===== src/rtl/com_uart.sv =====
// com_uart: 8N1 UART endpoint behind the memory controller COM port (data 0x1FD003F8, status 0x1FD003FC).
// Define COM_RX_OVERRUN_EN to add the rx_overrun flag; without it overrun is silent.
module com_uart #(
    parameter int unsigned CLKS_PER_BIT = 434
) (
    input  logic       clk50M,
    input  logic       rst,
    input  logic [7:0] tx_data,
    input  logic       tx_start,
    output logic       tx_ready,
    output logic [7:0] rx_data,
    output logic       rx_ready,
    input  logic       rx_ack,
`ifdef COM_RX_OVERRUN_EN
    output logic       rx_overrun,
`endif
    input  logic       uart_rxd,
    output logic       uart_txd
);

    localparam int unsigned CNT_W = $clog2(CLKS_PER_BIT);
    localparam logic [CNT_W-1:0] LAST_CNT = CNT_W'(CLKS_PER_BIT - 1);
    localparam logic [CNT_W-1:0] HALF_CNT = CNT_W'(CLKS_PER_BIT / 2);

    typedef enum logic [1:0] {
        ST_IDLE,
        ST_START,
        ST_DATA,
        ST_STOP
    } state_e;

    state_e             tx_state_q, tx_state_d;
    logic [CNT_W-1:0]   tx_cnt_q, tx_cnt_d;
    logic [2:0]         tx_bit_q, tx_bit_d;
    logic [7:0]         tx_shift_q, tx_shift_d;
    logic               txd_q, txd_d;
    logic               tx_ready_q, tx_ready_d;

    logic               rxd_meta_q, rxd_sync_q;
    state_e             rx_state_q, rx_state_d;
    logic [CNT_W-1:0]   rx_cnt_q, rx_cnt_d;
    logic [2:0]         rx_bit_q, rx_bit_d;
    logic [7:0]         rx_shift_q, rx_shift_d;
    logic               rx_ferr_q, rx_ferr_d;
    logic [7:0]         rx_data_q, rx_data_d;
    logic               rx_ready_q, rx_ready_d;
    logic               rx_done_c;

    logic tx_bit_end;
    logic rx_bit_end;

    assign tx_bit_end = (tx_cnt_q == LAST_CNT);
    assign rx_bit_end = (rx_cnt_q == LAST_CNT);

    // Transmitter: latch byte in IDLE, then start, 8 data bits LSB first, stop.
    always_comb begin
        tx_state_d = tx_state_q;
        tx_cnt_d   = tx_cnt_q;
        tx_bit_d   = tx_bit_q;
        tx_shift_d = tx_shift_q;
        txd_d      = txd_q;
        tx_ready_d = tx_ready_q;
        case (tx_state_q)
            ST_IDLE: begin
                if (tx_start) begin
                    tx_shift_d = tx_data;
                    tx_cnt_d   = '0;
                    tx_bit_d   = '0;
                    txd_d      = 1'b0;
                    tx_ready_d = 1'b0;
                    tx_state_d = ST_START;
                end
            end
            ST_START: begin
                if (tx_bit_end) begin
                    tx_cnt_d   = '0;
                    txd_d      = tx_shift_q[0];
                    tx_state_d = ST_DATA;
                end else begin
                    tx_cnt_d = tx_cnt_q + CNT_W'(1);
                end
            end
            ST_DATA: begin
                if (tx_bit_end) begin
                    tx_cnt_d = '0;
                    if (tx_bit_q == 3'd7) begin
                        txd_d      = 1'b1;
                        tx_state_d = ST_STOP;
                    end else begin
                        tx_bit_d   = tx_bit_q + 3'd1;
                        tx_shift_d = {1'b0, tx_shift_q[7:1]};
                        txd_d      = tx_shift_q[1];
                    end
                end else begin
                    tx_cnt_d = tx_cnt_q + CNT_W'(1);
                end
            end
            ST_STOP: begin
                if (tx_bit_end) begin
                    tx_cnt_d   = '0;
                    tx_ready_d = 1'b1;
                    tx_state_d = ST_IDLE;
                end else begin
                    tx_cnt_d = tx_cnt_q + CNT_W'(1);
                end
            end
            default: begin
                txd_d      = 1'b1;
                tx_ready_d = 1'b1;
                tx_state_d = ST_IDLE;
            end
        endcase
    end

    // Receiver: mid-bit sampling on the synchronised line; a completed byte beats a same-edge ack.
    always_comb begin
        rx_state_d = rx_state_q;
        rx_cnt_d   = rx_cnt_q;
        rx_bit_d   = rx_bit_q;
        rx_shift_d = rx_shift_q;
        rx_ferr_d  = rx_ferr_q;
        rx_data_d  = rx_data_q;
        rx_ready_d = rx_ready_q;
        rx_done_c  = 1'b0;
        if (rx_ack && rx_ready_q) begin
            rx_ready_d = 1'b0;
        end
        case (rx_state_q)
            ST_IDLE: begin
                if (!rxd_sync_q) begin
                    rx_cnt_d   = '0;
                    rx_state_d = ST_START;
                end
            end
            ST_START: begin
                if (rx_cnt_q == HALF_CNT) begin
                    rx_cnt_d   = '0;
                    rx_bit_d   = '0;
                    rx_state_d = rxd_sync_q ? ST_IDLE : ST_DATA;
                end else begin
                    rx_cnt_d = rx_cnt_q + CNT_W'(1);
                end
            end
            ST_DATA: begin
                if (rx_bit_end) begin
                    rx_cnt_d   = '0;
                    rx_shift_d = {rxd_sync_q, rx_shift_q[7:1]};
                    rx_bit_d   = rx_bit_q + 3'd1;
                    if (rx_bit_q == 3'd7) begin
                        rx_state_d = ST_STOP;
                    end
                end else begin
                    rx_cnt_d = rx_cnt_q + CNT_W'(1);
                end
            end
            ST_STOP: begin
                if (rx_ferr_q) begin
                    // Framing error: byte already dropped, just wait for the line to idle.
                    if (rxd_sync_q) begin
                        rx_ferr_d  = 1'b0;
                        rx_state_d = ST_IDLE;
                    end
                end else if (rx_bit_end) begin
                    rx_cnt_d = '0;
                    if (rxd_sync_q) begin
                        rx_done_c  = 1'b1;
                        rx_data_d  = rx_shift_q;
                        rx_ready_d = 1'b1;
                        rx_state_d = ST_IDLE;
                    end else begin
                        rx_ferr_d = 1'b1;
                    end
                end else begin
                    rx_cnt_d = rx_cnt_q + CNT_W'(1);
                end
            end
            default: begin
                rx_ferr_d  = 1'b0;
                rx_state_d = ST_IDLE;
            end
        endcase
    end

`ifdef COM_RX_OVERRUN_EN
    logic rx_overrun_q, rx_overrun_d;

    // Sticky overrun: set when an unacked pending byte is overwritten, cleared with rx_ready.
    always_comb begin
        rx_overrun_d = rx_overrun_q;
        if (rx_ack && rx_ready_q) begin
            rx_overrun_d = 1'b0;
        end
        if (rx_done_c && rx_ready_q && !rx_ack) begin
            rx_overrun_d = 1'b1;
        end
    end

    always_ff @(posedge clk50M) begin
        if (rst) begin
            rx_overrun_q <= 1'b0;
        end else begin
            rx_overrun_q <= rx_overrun_d;
        end
    end

    assign rx_overrun = rx_overrun_q;
`endif

    always_ff @(posedge clk50M) begin
        if (rst) begin
            tx_state_q <= ST_IDLE;
            tx_cnt_q   <= '0;
            tx_bit_q   <= '0;
            tx_shift_q <= '0;
            txd_q      <= 1'b1;
            tx_ready_q <= 1'b1;
            rxd_meta_q <= 1'b1;
            rxd_sync_q <= 1'b1;
            rx_state_q <= ST_IDLE;
            rx_cnt_q   <= '0;
            rx_bit_q   <= '0;
            rx_shift_q <= '0;
            rx_ferr_q  <= 1'b0;
            rx_data_q  <= '0;
            rx_ready_q <= 1'b0;
        end else begin
            tx_state_q <= tx_state_d;
            tx_cnt_q   <= tx_cnt_d;
            tx_bit_q   <= tx_bit_d;
            tx_shift_q <= tx_shift_d;
            txd_q      <= txd_d;
            tx_ready_q <= tx_ready_d;
            rxd_meta_q <= uart_rxd;
            rxd_sync_q <= rxd_meta_q;
            rx_state_q <= rx_state_d;
            rx_cnt_q   <= rx_cnt_d;
            rx_bit_q   <= rx_bit_d;
            rx_shift_q <= rx_shift_d;
            rx_ferr_q  <= rx_ferr_d;
            rx_data_q  <= rx_data_d;
            rx_ready_q <= rx_ready_d;
        end
    end

    assign uart_txd = txd_q;
    assign tx_ready = tx_ready_q;
    assign rx_data  = rx_data_q;
    assign rx_ready = rx_ready_q;

endmodule


===== config.mk =====
export PLATFORM = sky130hd
export DESIGN_NAME = com_uart
export DESIGN_NICKNAME = d
export VERILOG_FILES = /design/src/rtl/com_uart.sv
export SDC_FILE = /design/constraint.sdc
export NUM_CORES = 1
export LEC_CHECK = 0
export CORE_MARGIN = 4
export CORE_UTILIZATION = 30
export CTS_CLUSTER_DIAMETER = 60
export DETAILED_ROUTE_END_ITERATION = 16
export PLACE_DENSITY = 0.52
export SKIP_CTS_REPAIR_TIMING = 1
export SLEW_MARGIN = 20
export SYNTH_ARGS = -nofsm -noshare
export SYNTH_HDL_FRONTEND = slang
export SYNTH_SLANG_ARGS = --single-unit

===== constraint.sdc =====
create_clock -name clk50M -period 3.7 [get_ports clk50M]
set_clock_uncertainty 0.15 [all_clocks]
set_input_delay 0.74 -clock clk50M [delete_from_list [all_inputs] [get_ports clk50M]]
set_output_delay 0.74 -clock clk50M [all_outputs]
set_load 0.03 [all_outputs]

* Word level (Yosys, flattened, before mapping)
Cells that the tools add are included.
** Operators by class
- Add/sub/neg operators :: 4
- Eq/ne operators :: 23
- Muxes and demuxes :: 49
- Bitwise operators :: 1
- Reduce and logical (&&, ||, !) cells :: 17
** Operator list (count)
- $mux W9 :: 6
- $pmux W9 S4 :: 1
- $mux W2 :: 13
- $mux W8 :: 3
- $ne A2 B2 Y1 const B :: 11
- $add A9 B1 Y9 const B :: 2
- $eq A9 B9 Y1 const B :: 2
- $pmux W9 S2 :: 1
- $pmux W2 S4 :: 2
- $pmux W8 S2 :: 1
- $mux W3 :: 5
- $mux W1 :: 13
- $pmux W3 S2 :: 2
- $reduce_and A4 Y1 :: 3
- $reduce_and A5 Y1 :: 2
- $eq A9 B8 Y1 const B :: 1
- $eq A2 B2 Y1 const B :: 4
- $add A3 B1 Y3 const B :: 2
- $eq A3 B3 Y1 const B :: 2
- $reduce_and A3 Y1 :: 2
- $reduce_bool A2 Y1 :: 3
- $eq A2 B1 Y1 const B :: 2
- $logic_not A2 Y1 :: 2
- $reduce_and A2 Y1 :: 2
- 7 further kinds :: 7
** Word-level totals
- Register bits :: 58
- Bits of input ports :: 13
- Output and inout bits :: 11
- Logic and storage cells :: 109

* Longest topological paths before layout
- Depth after elaboration :: 6
- Mapped depth :: 9
- Gate-level depth less buffers :: 6

* Worst setup path after synthesis
OpenSTA, ideal clock, no wires.
- Path type :: register to register
- Start point :: reg tx_state_q[0]
- End point :: reg tx_cnt_q[7]
- Setup time :: 0.071 ns
- Arrival time :: 1.915 ns
- Data required time :: 3.479 ns
- Path slack :: 1.564 ns
- Cell stages (with the launch flop) :: 8
- Buffers on the path :: 1
- Period minus slack after synthesis :: 2.136 ns
- Path through :: dfxtp_1 -> inv_1 -> ha_1 -> nor2b_4 -> buf_6 -> or3_4 -> or4_1 -> a21oi_1
** On the way
- Word-level cells in the longest chain between the ends :: 3
- Elaborated cells between the ends (all ways) :: 7
- Those cells by class :: 4 x eq/ne; 1 x mux; 2 x reduce/logical
** RTL lines
- start, declared :: RTL line 32 : state_e tx_state_q, tx_state_d;
- start signal, assigned :: RTL line 227 : tx_state_q <= tx_state_d;
- $eq A2 B2 Y1 / $eq A2 B1 Y1 (equally long branches) :: RTL line 63 : case (tx_state_q)
- $reduce_or A3 Y1 (no source line)
- $pmux W9 S2 :: RTL line 63
- end signal, assigned :: RTL line 228 : tx_cnt_q <= tx_cnt_d;
- end, declared :: RTL line 33 : logic [CNT_W-1:0] tx_cnt_q, tx_cnt_d;
Several ways; a longest one is shown, not always the timed one.
A chain may end at the register's enable or synchronous reset.

* Final worst setup path
- Start point :: reg tx_state_q[0]
- End point :: reg tx_shift_q[5]
** On the way
- Word-level cells in the longest chain between the ends :: 3
- Elaborated cells between the ends (all ways) :: 8
- Those cells by class :: 4 x eq/ne; 1 x mux; 3 x reduce/logical
** RTL lines
- $eq A2 B2 Y1 / $logic_not A2 Y1 (equally long branches) :: RTL line 63
- $ne A2 B2 Y1 (no source line) / $reduce_bool A2 Y1 (equally long branches)
- $reduce_and A4 Y1 (no source line)
- end signal, assigned :: RTL line 230 : tx_shift_q <= tx_shift_d;
- end, declared :: RTL line 35 : logic [7:0] tx_shift_q, tx_shift_d;
Several ways; a longest one is shown, not always the timed one.

==> metrics.csv <==
metric,value,unit
cts.sinks,58,
place.gp.congestion,0.762,
p_per_area,555,mW/mm2
min_path_cells,1,
hp-start,rxd_meta_q,
critical_path.endpoint_type,flop,
cp-start-kind,flop,
rsz0062_at_grt,false,
wl_met2,2680,um
path_cells,inv_1 > ha_1 > a41o_1 > a21oi_1 > a311oi_1,
slowest_delay,0.67,ns
worst_slew_margin_rel,0.481,
ys_seq_elements,58,
crit_arrival,2.52,ns
drive_above_1_share,0.0774,
cts_max_level,3,
syn_nets,341,
vdd_ir_drop_max,233,uV
portBuffers,23,
die_y,105,um
worstSkewPairLatency,0.34,ns
status,completed,
final_area,0.00331,mm2
cap_violations,0,
drtIter0Drc,143,
async_reset_ff_frac,0,
dieArea,0.0110,mm2
power,0.00184,W
cts_buffer_depth,2,
clock.fmax,412,MHz
drtPass1Iterations,5,
seqCellArea,0.00116,mm2
yosysWarnings,0,
critPathMaxFanout,18,
numCtsBuffers,9,
hold_violations,0,
fin_crit,2.43,ns
via_per_inst,5.16,
dieWidth,105,um
synth_area,0.00281,mm2
placed_cell_area,0.00311,mm2
p_leak,1.13,nW
ys.flop_type,dfxtp_1,
clockRootBuffer,clkbuf_8,
grt_pass1_vias,2253,
syn_inst,315,
synth_edf_count,0,
wl_met3,232,um
min_path_type,flop to flop,
timing.setup.tns,0,ns
clkTransAtPathRegs,0.07,ns
antenna_found_initial,0,
multi_input_area,0.00153,mm2
seq_area_frac_synth,0.413,
finalSetupViolCount,0,
grt_pass1_wl,10100,um
nFillCells,956,
fin_nets,357,
overflow,0,
core-area,0.00920,mm2
start_util,0.306,
final_antenna_net_count,0,
startpoint,tx_state_q[0],
cp_data_required_time,3.79,ns
syn2layout_area_growth,17.9,%
reg2reg_depth,5,
wl_per_cell,13.4,um
rr_startpoint,tx_state_q[0],
grt_max_degree,46,
avgSynthCellArea,8.92,um2
finalMaxSlewViolations,0,
row_count,35,
tightest_slew,0.778,ns
timing_worst_setup_path_type,flop to flop,
synth.distinct_cells,49,
wl_met1,2970,um
finalCritPeriodShare,0.656,
routed_wl,5970,um
num_antenna_cells,0,
drc,0,
crit_slowest_cell,ha_1,
hpwl,3890,um
gr-usage-all-layers,0.111,
cts_tree,done,
io_pins,24,
num_vias,2307,
maxUsedRoutingLayer,met4,
-- placed cells by master, fill, tap and decap left out, types with 3 or more instances in the layout --
| cell type | Yosys | routed |
|---|---|---|
| mux2i_1 | 25 | 25 |
| nand3_1 | 8 | 8 |
| clkbuf_8 | 0 | 9 |
| a311oi_1 | 9 | 9 |
| nor4_1 | 5 | 4 |
| nor3_1 | 3 | 3 |
| nand4b_1 | 4 | 4 |
| xnor2_1 | 5 | 5 |
| o21ai_0 | 10 | 10 |
| inv_1 | 9 | 9 |
| nand2_1 | 24 | 24 |
| nand4_1 | 4 | 4 |
| nor2_1 | 36 | 36 |
| xor2_1 | 4 | 4 |
| o22ai_1 | 3 | 3 |
| dfxtp_1 | 58 | 58 |
| ha_1 | 13 | 13 |
| o21a_1 | 3 | 3 |
| clkdlybuf4s50_1 | 0 | 23 |
| a21oi_1 | 30 | 30 |
| o31ai_1 | 4 | 4 |
| nor2b_1 | 3 | 3 |
| buf_4 | 1 | 3 |
-- cells by family after synthesis --
family | Yosys count | synth area share
buffers and inverters | 30 | 0.0463
AOI/OAI and AO/OA | 75 | 0.169
adders and majority gates | 13 | 0.0579
xor gates and xnor gates | 9 | 0.0280
muxes | 25 | 0.0890
and+or+nand+nor | 105 | 0.196
DFF | 58 | 0.413
-- critical path, delay by kind of cell (launching register included) --
family                     cells  cell delay, ns
AOI/OAI and AO/OA              3            1.07
adders and majority gates      1            0.67
buffers and inverters          1            0.11
DFF                            1            0.34
-- path summary, 6_finish.rpt --
kind	endpoint	slack (ns)
hold / removal	rxd_sync_q	0.27
setup reg to reg	tx_shift_q[5]	1.27
hold reg to reg	rxd_sync_q	0.27
setup / recovery	tx_shift_q[5]	1.27
-- power by group --
part	leakage, nW	switching [W]	internal, W
sequential	0.471	0.0000537	0.000697
clock	0.100	0.000275	0.000316
combinational	0.563	0.000296	0.000200
total	1.13	0.000625	0.00121
-- area by class of cell --
cell class,count,area share
multi-input cells,227,0.460
clock buffers,9,0.0374
well taps,111,0.0419
flip-flops and latches,58,0.350
clock inverters,7,0.0234
repair buffers,26,0.0763
inverters,9,0.0102
-- registers in the layout, summed over array words and instances (netlist names), 2 cells and up, named ones only --
name / flops
tx_cnt_q: 9
tx_shift_q: 8
tx_bit_q: 3
rx_cnt_q: 9
rx_bit_q: 3
tx_state_q: 2
rx_shift_q: 8
rx_data: 8
-- cells in the mapped netlist (3+ instances only) --
master	instances	area [um2]
mux2i_1	25	250
o22ai_1	3	18.8
nand4_1	4	25.0
dfxtp_1	58	1160
o21a_1	3	22.5
clkbuf_1	14	52.6
xor2_1	4	35.0
buf_2	5	25.0
nor4_1	5	31.3
o31ai_1	4	30.0
nor2_1	36	135
ha_1	13	163
nand4b_1	4	35.0
nor3_1	3	15.0
a21oi_1	30	150
nand2_1	24	90.1
a311oi_1	9	78.8
xnor2_1	5	43.8
nand3_1	8	40.0
inv_1	9	33.8
nor2b_1	3	18.8
o21ai_0	10	50.1
-- metrics by stage --
stage	std cells	worst slack [ns]	util	hold slack, ns
CTS	447	1.23	0.360	0.272
global route	447	1.02	0.360	0.315
global placement	431	1.02	0.338	0.257
finish	447	1.27	0.360	0.268
floorplan	315	1.56	-	0.239
detailed placement	431	1.02	0.338	0.255
-- layer usage --
metal	up-vias	global-route usage
met5	-	0
met4	0	0.0534
met3	6	0.0383
met2	39	0.174
met1	1085	0.137
li1	1177	-
Power figures use the tool's default switching activity.
==> variant 1, RTL diff (same flow settings) <==
Set the parameter `CLKS_PER_BIT` to 1736 (it was 434).
--- a/src/rtl/com_uart.sv
+++ b/src/rtl/com_uart.sv
@@ -1,7 +1,7 @@
 // com_uart: 8N1 UART endpoint behind the memory controller COM port (data 0x1FD003F8, status 0x1FD003FC).
 // Define COM_RX_OVERRUN_EN to add the rx_overrun flag; without it overrun is silent.
 module com_uart #(
-    parameter int unsigned CLKS_PER_BIT = 434
+    parameter int unsigned CLKS_PER_BIT = 1736
 ) (
     input  logic       clk50M,
     input  logic       rst,
Formal check against the unedited RTL: same outputs for any inputs over 10 cycles, from zero or initial values and one cycle with rst high; that may be too few to reach the edited logic, so the function may still have changed.
==> variant 1 against the original RTL <==
Area after synthesis rose by 4.7%. Sequential cell count is 4 higher. Setup slack got worse by 0.11 ns. Critical path depth stayed put. Worst hold slack lost 0.0095 ns. Critical path type unchanged. Cell area grew 4.5%. Routed wire length up 0.17%. Combinational power shrank 14%. Maximum frequency shrank 4.4%. Power is 2.0% lower. Count of clock-buffer cells in the layout increased by 1. Synthesized cell count is 7.0% higher.
==> variant 1: results (changes against the original RTL) <==
| Metric | Value |
|---|---|
| Status | `completed (unchanged)` |
| Synth cell types | `52 (was 49)` |
| GRT Total Usage | `10.8% (was 11.1%)` |
| Initial antenna violation count | `0 (unchanged)` |
| CTS Buffer Depth | `2 (unchanged)` |
| LEAKAGE | `1.26 nW (was 1.13 nW)` |
| Combinational group share of total power | `23.6% (was 27.0%)` |
| Internal Power | `0.00124 W (was 0.00121 W)` |
| Register-to-Register Path Depth | `5 (unchanged)` |
| Layout cells sized above 1 | `8.84% (was 7.74%)` |
| Fin nets | `382 (was 357)` |
| Critical R2R Capture | `rx_data[7] (was tx_shift_q[5])` |
| DR WL met2 | `2730 um (was 2680 um)` |
| WL met1 | `2950 um (was 2970 um)` |
| Met3 usage | `2.71% (was 3.83%)` |
| Post-synth net total | `362 (was 341)` |
| VDD IR max | `0.233 mV (about the same)` |
| Port buffer count | `23 (unchanged)` |
| ANT cells | `0 (unchanged)` |
| Seq/Total Area, Yosys | `42.2% (was 41.3%)` |
| Met2 usage | `17.8% (was 17.4%)` |
| Top Family by Delay on Critical Path | `simple AND/OR/NAND/NOR gates (was compound AO/OA/AOI/OAI gates)` |
| Hold path depth | `1 (unchanged)` |
| Crit path max fanout | `9 (was 18)` |
| Clock power frac | `33.0% (was 32.2%)` |
| DPL Wire Length | `3950 um (was 3890 um)` |
| First drt pass iteration count | `4 (was 5)` |
| DR WL/cell | `12.2 um (was 13.4 um)` |
| Synth area leaders | `dfxtp_1 (42%), mux2i_1 (5.4%), ha_1 (5.1%), nor2_1 (5.0%), nand2_1 (4.7%) (was dfxtp_1 (41%), mux2i_1 (8.9%), ha_1 (5.8%), a21oi_1 (5.3%), nor2_1 (4.8%))` |
| Largest net degree at the start of global routing | `50 (was 46)` |
| First-pass GRT wire length | `10100 um (about the same)` |
| Slew of the pin with the lowest slew margin | `0.908 ns (was 0.778 ns)` |
| Worst reg2reg startpoint | `rx_cnt_q[3] (was tx_state_q[0])` |
| Critical Path Max Stage Delay | `0.61 ns (was 0.67 ns)` |
| R2R setup slack | `1.16 ns (was 1.27 ns)` |
| Top flop regs | `rx_cnt_q: 11 flops, tx_cnt_q: 11 flops (was rx_cnt_q: 9 flops, tx_cnt_q: 9 flops)` |
| Placer congestion estimate | `0.750 (was 0.762)` |
| Iter 0 DRT Violations | `82 (was 143)` |
| Vias per std cell | `4.84 (was 5.16)` |
| Vias in the first global route | `2278 (was 2253)` |
| Fillcell total | `964 (was 956)` |
| M1 GR Usage | `13.3% (was 13.7%)` |
| Worst EP arrival | `2.57 ns (was 2.52 ns)` |
| Met3 wire length | `243 um (was 232 um)` |
| GRT Residual Overflow | `0 (unchanged)` |
| Area post-placement | `3260 um2 (was 3110 um2)` |
| Synth top cells by count | `dfxtp_1 (62), nor2_1 (39), nand2_1 (37) (was dfxtp_1 (58), nor2_1 (36), a21oi_1 (30))` |
| Critical path's slowest cell | `nand4b_1 (was ha_1)` |
[variant 1: per-stage QoR]
| step | hold WS (ns) | cells | setup WS [ns] |
|---|---|---|---|
| finish | 0.259 | 491 | 1.16 |
| global route | 0.284 | 491 | 0.917 |
| CTS | 0.260 | 491 | 1.16 |
| detailed placement | 0.243 | 475 | 0.972 |
| global placement | 0.241 | 475 | 1.02 |
| floorplan | 0.239 | 337 | 1.67 |
[variant 1: worst max path at each step]
stage / depth (start not counted) / from / to / slack (ns)
after detailed placement: 6 / tx_start / tx_bit_q[0] / 0.97
after floorplan: 7 / rx_cnt_q[0] / rx_cnt_q[2] / 1.67
final: 5 / rx_cnt_q[3] / rx_data[7] / 1.16
after global routing: 5 / rx_cnt_q[3] / rx_data[0] / 0.92
after CTS: 5 / rx_cnt_q[3] / rx_data[6] / 1.16
after global placement: 6 / tx_start / tx_bit_q[0] / 1.02
[variant 1: layout make-up]
cell class / instances / area [um2] / area share (%)
timing repair buffer: 25 / 240 / 6.94
sequential: 62 / 1240 / 35.9
clock inverter: 6 / 61.3 / 1.77
multi-input combinational: 249 / 1580 / 45.7
tap: 129 / 161 / 4.66
inverter: 10 / 37.5 / 1.08
clock buffer: 10 / 138 / 3.98
[variant 1: kinds of logic (layout without fill, tap and decap cells)]
| kind of cell | after synthesis | in the layout | synth area share [%] |
|---|---|---|---|
| adder cells (fa/ha/maj) | 12 | 12 | 5.10 |
| AND/OR/NAND/NOR | 135 | 135 | 23.6 |
| flip-flops | 62 | 62 | 42.2 |
| buffers and inverters | 26 | 51 | 4.04 |
| multiplexers | 18 | 18 | 6.21 |
| XOR/XNOR | 10 | 10 | 2.98 |
| AO/OA/AOI/OAI | 74 | 74 | 15.9 |
==> variant 2, RTL diff (same settings) <==
Made on the original files. Encoding of `state_e`: now one-hot (4 bits for 4 states).
--- a/src/rtl/com_uart.sv
+++ b/src/rtl/com_uart.sv
@@ -22,11 +22,11 @@
     localparam logic [CNT_W-1:0] LAST_CNT = CNT_W'(CLKS_PER_BIT - 1);
     localparam logic [CNT_W-1:0] HALF_CNT = CNT_W'(CLKS_PER_BIT / 2);
 
-    typedef enum logic [1:0] {
-        ST_IDLE,
-        ST_START,
-        ST_DATA,
-        ST_STOP
+    typedef enum logic [3:0] {
+        ST_IDLE  = 4'b0001,
+        ST_START = 4'b0010,
+        ST_DATA  = 4'b0100,
+        ST_STOP  = 4'b1000
     } state_e;
 
     state_e             tx_state_q, tx_state_d;
Behaviour: no difference found for any inputs over 10 cycles, from zero or initial values and one cycle with rst high; not proved beyond that.
==> variant 2 against the original RTL <==
Routed wire length rose by 8.2%. Area after synthesis up 11%. Non-clock buffer count grew 1. Sequential cell count up 4. Cell area up 11%. Setup slack improved by 0.096 ns. Critical path type unchanged. Critical endpoint is now rx_data[5].
Power is not compared: it rests on default switching activity, and its combinational part moved more than twofold at a synthesized area within 25%.
==> variant 2: results (changes against the original RTL) <==
| Metric | Value |
|---|---|
| Status | `completed (unchanged)` |
| DPL Wire Length | `4320 um (was 3890 um)` |
| Synth cell types | `60 (was 49)` |
| M1 GR Usage | `15.5% (was 13.7%)` |
| Worst EP arrival | `2.39 ns (was 2.52 ns)` |
| Post-synth net total | `373 (was 341)` |
| Synth top cells by count | `dfxtp_1 (62), nor2_1 (57), mux2i_1 (27) (was dfxtp_1 (58), nor2_1 (36), a21oi_1 (30))` |
| Iter 0 DRT Violations | `173 (was 143)` |
| Seq/Total Area, Yosys | `39.6% (was 41.3%)` |
| Crit path max fanout | `16 (was 18)` |
| Fin nets | `390 (was 357)` |
| Critical path's slowest cell | `dfxtp_1 (was ha_1)` |
| Placer congestion estimate | `0.809 (was 0.762)` |
| Dpl ws | `1.13 ns (was 1.02 ns)` |
| Vias per std cell | `4.95 (was 5.16)` |
| Slew of the pin with the lowest slew margin | `0.768 ns (was 0.778 ns)` |
| Ys flop type | `dfxtp_1 (unchanged)` |
| GRT Total Usage | `11.5% (was 11.1%)` |
| Area post-placement | `3470 um2 (was 3110 um2)` |
| Top Family by Delay on Critical Path | `simple AND/OR/NAND/NOR gates (was compound AO/OA/AOI/OAI gates)` |
| Largest net degree at the start of global routing | `47 (was 46)` |
| First drt pass iteration count | `4 (was 5)` |
| Layout cells sized above 1 | `9.36% (was 7.74%)` |
| Synth area leaders | `dfxtp_1 (40%), mux2i_1 (8.6%), nor2_1 (6.8%), ha_1 (3.2%), nand3_1 (2.9%) (was dfxtp_1 (41%), mux2i_1 (8.9%), ha_1 (5.8%), a21oi_1 (5.3%), nor2_1 (4.8%))` |
| Met2 usage | `17.8% (was 17.4%)` |
| Sw Share | `25.2%` |
| Met3 usage | `2.27% (was 3.83%)` |
| Worst-Skew Late Latency | `roughly 0.33 ns` |
| Vias in the first global route | `2417 (was 2253)` |
==> variant 2: cells by family after synthesis <==
logic type,share of synthesized area (%)
XOR/XNOR,3.64
buffers and inverters,3.91
AND/OR/NAND/NOR,25.2
AO/OA/AOI/OAI,15.8
adder cells (fa/ha/maj),3.20
multiplexers,8.63
flip-flops,39.6
==> variant 2: worst reg2reg max path, stage by stage, from the launching register on <==
cell and delay (ns):
dfxtp_1 0.66, nor4b_1 0.32, and2b_1 0.26, nand3_1 0.45, mux2i_1 0.30, nor2_1 0.06
==> variant 2: final timing paths <==
check,from,end,slack [ns]
worst max register to register,rx_state_q[3],rx_data[5],1.37
worst min-delay path,rxd_meta_q,rxd_sync_q,0.27
worst min register to register,rxd_meta_q,rxd_sync_q,0.27
worst max-delay path,rx_state_q[3],rx_data[5],1.37
==> variant 2: routing by layer <==
metal / share of wire, % / vias to the layer above
li1: - / 1306
met1: 51 / 1174
met2: 45 / 40
met3: 3.3 / 7
met4: 1.3 / 0
met5: 0 / -
==> variant 2: area by class of cell <==
cell class,instances,area (um2)
Inverter,7,26.3
Clock buffer,13,159
Clock inverter,3,42.5
Fill cell,1035,6560
Sequential cell,62,1240
Timing Repair Buffer,27,255
Multi-Input combinational cell,262,1770
Tap cell,136,170
==> variant 2: per-stage QoR <==
step / std cells / total power (W) / util (%) / hold WS [ns]
6_report: 510 / 0.00149 / 35.9 / 0.267
5_1_grt: 510 / 0.00156 / 35.9 / 0.283
4_1_cts: 510 / 0.00151 / 35.9 / 0.267
3_5_place_dp: 494 / 0.000897 / 33.9 / 0.251
3_3_place_gp: 494 / 0.000896 / 33.9 / 0.247
2_1_floorplan: 352 / 0.000848 / - / 0.239
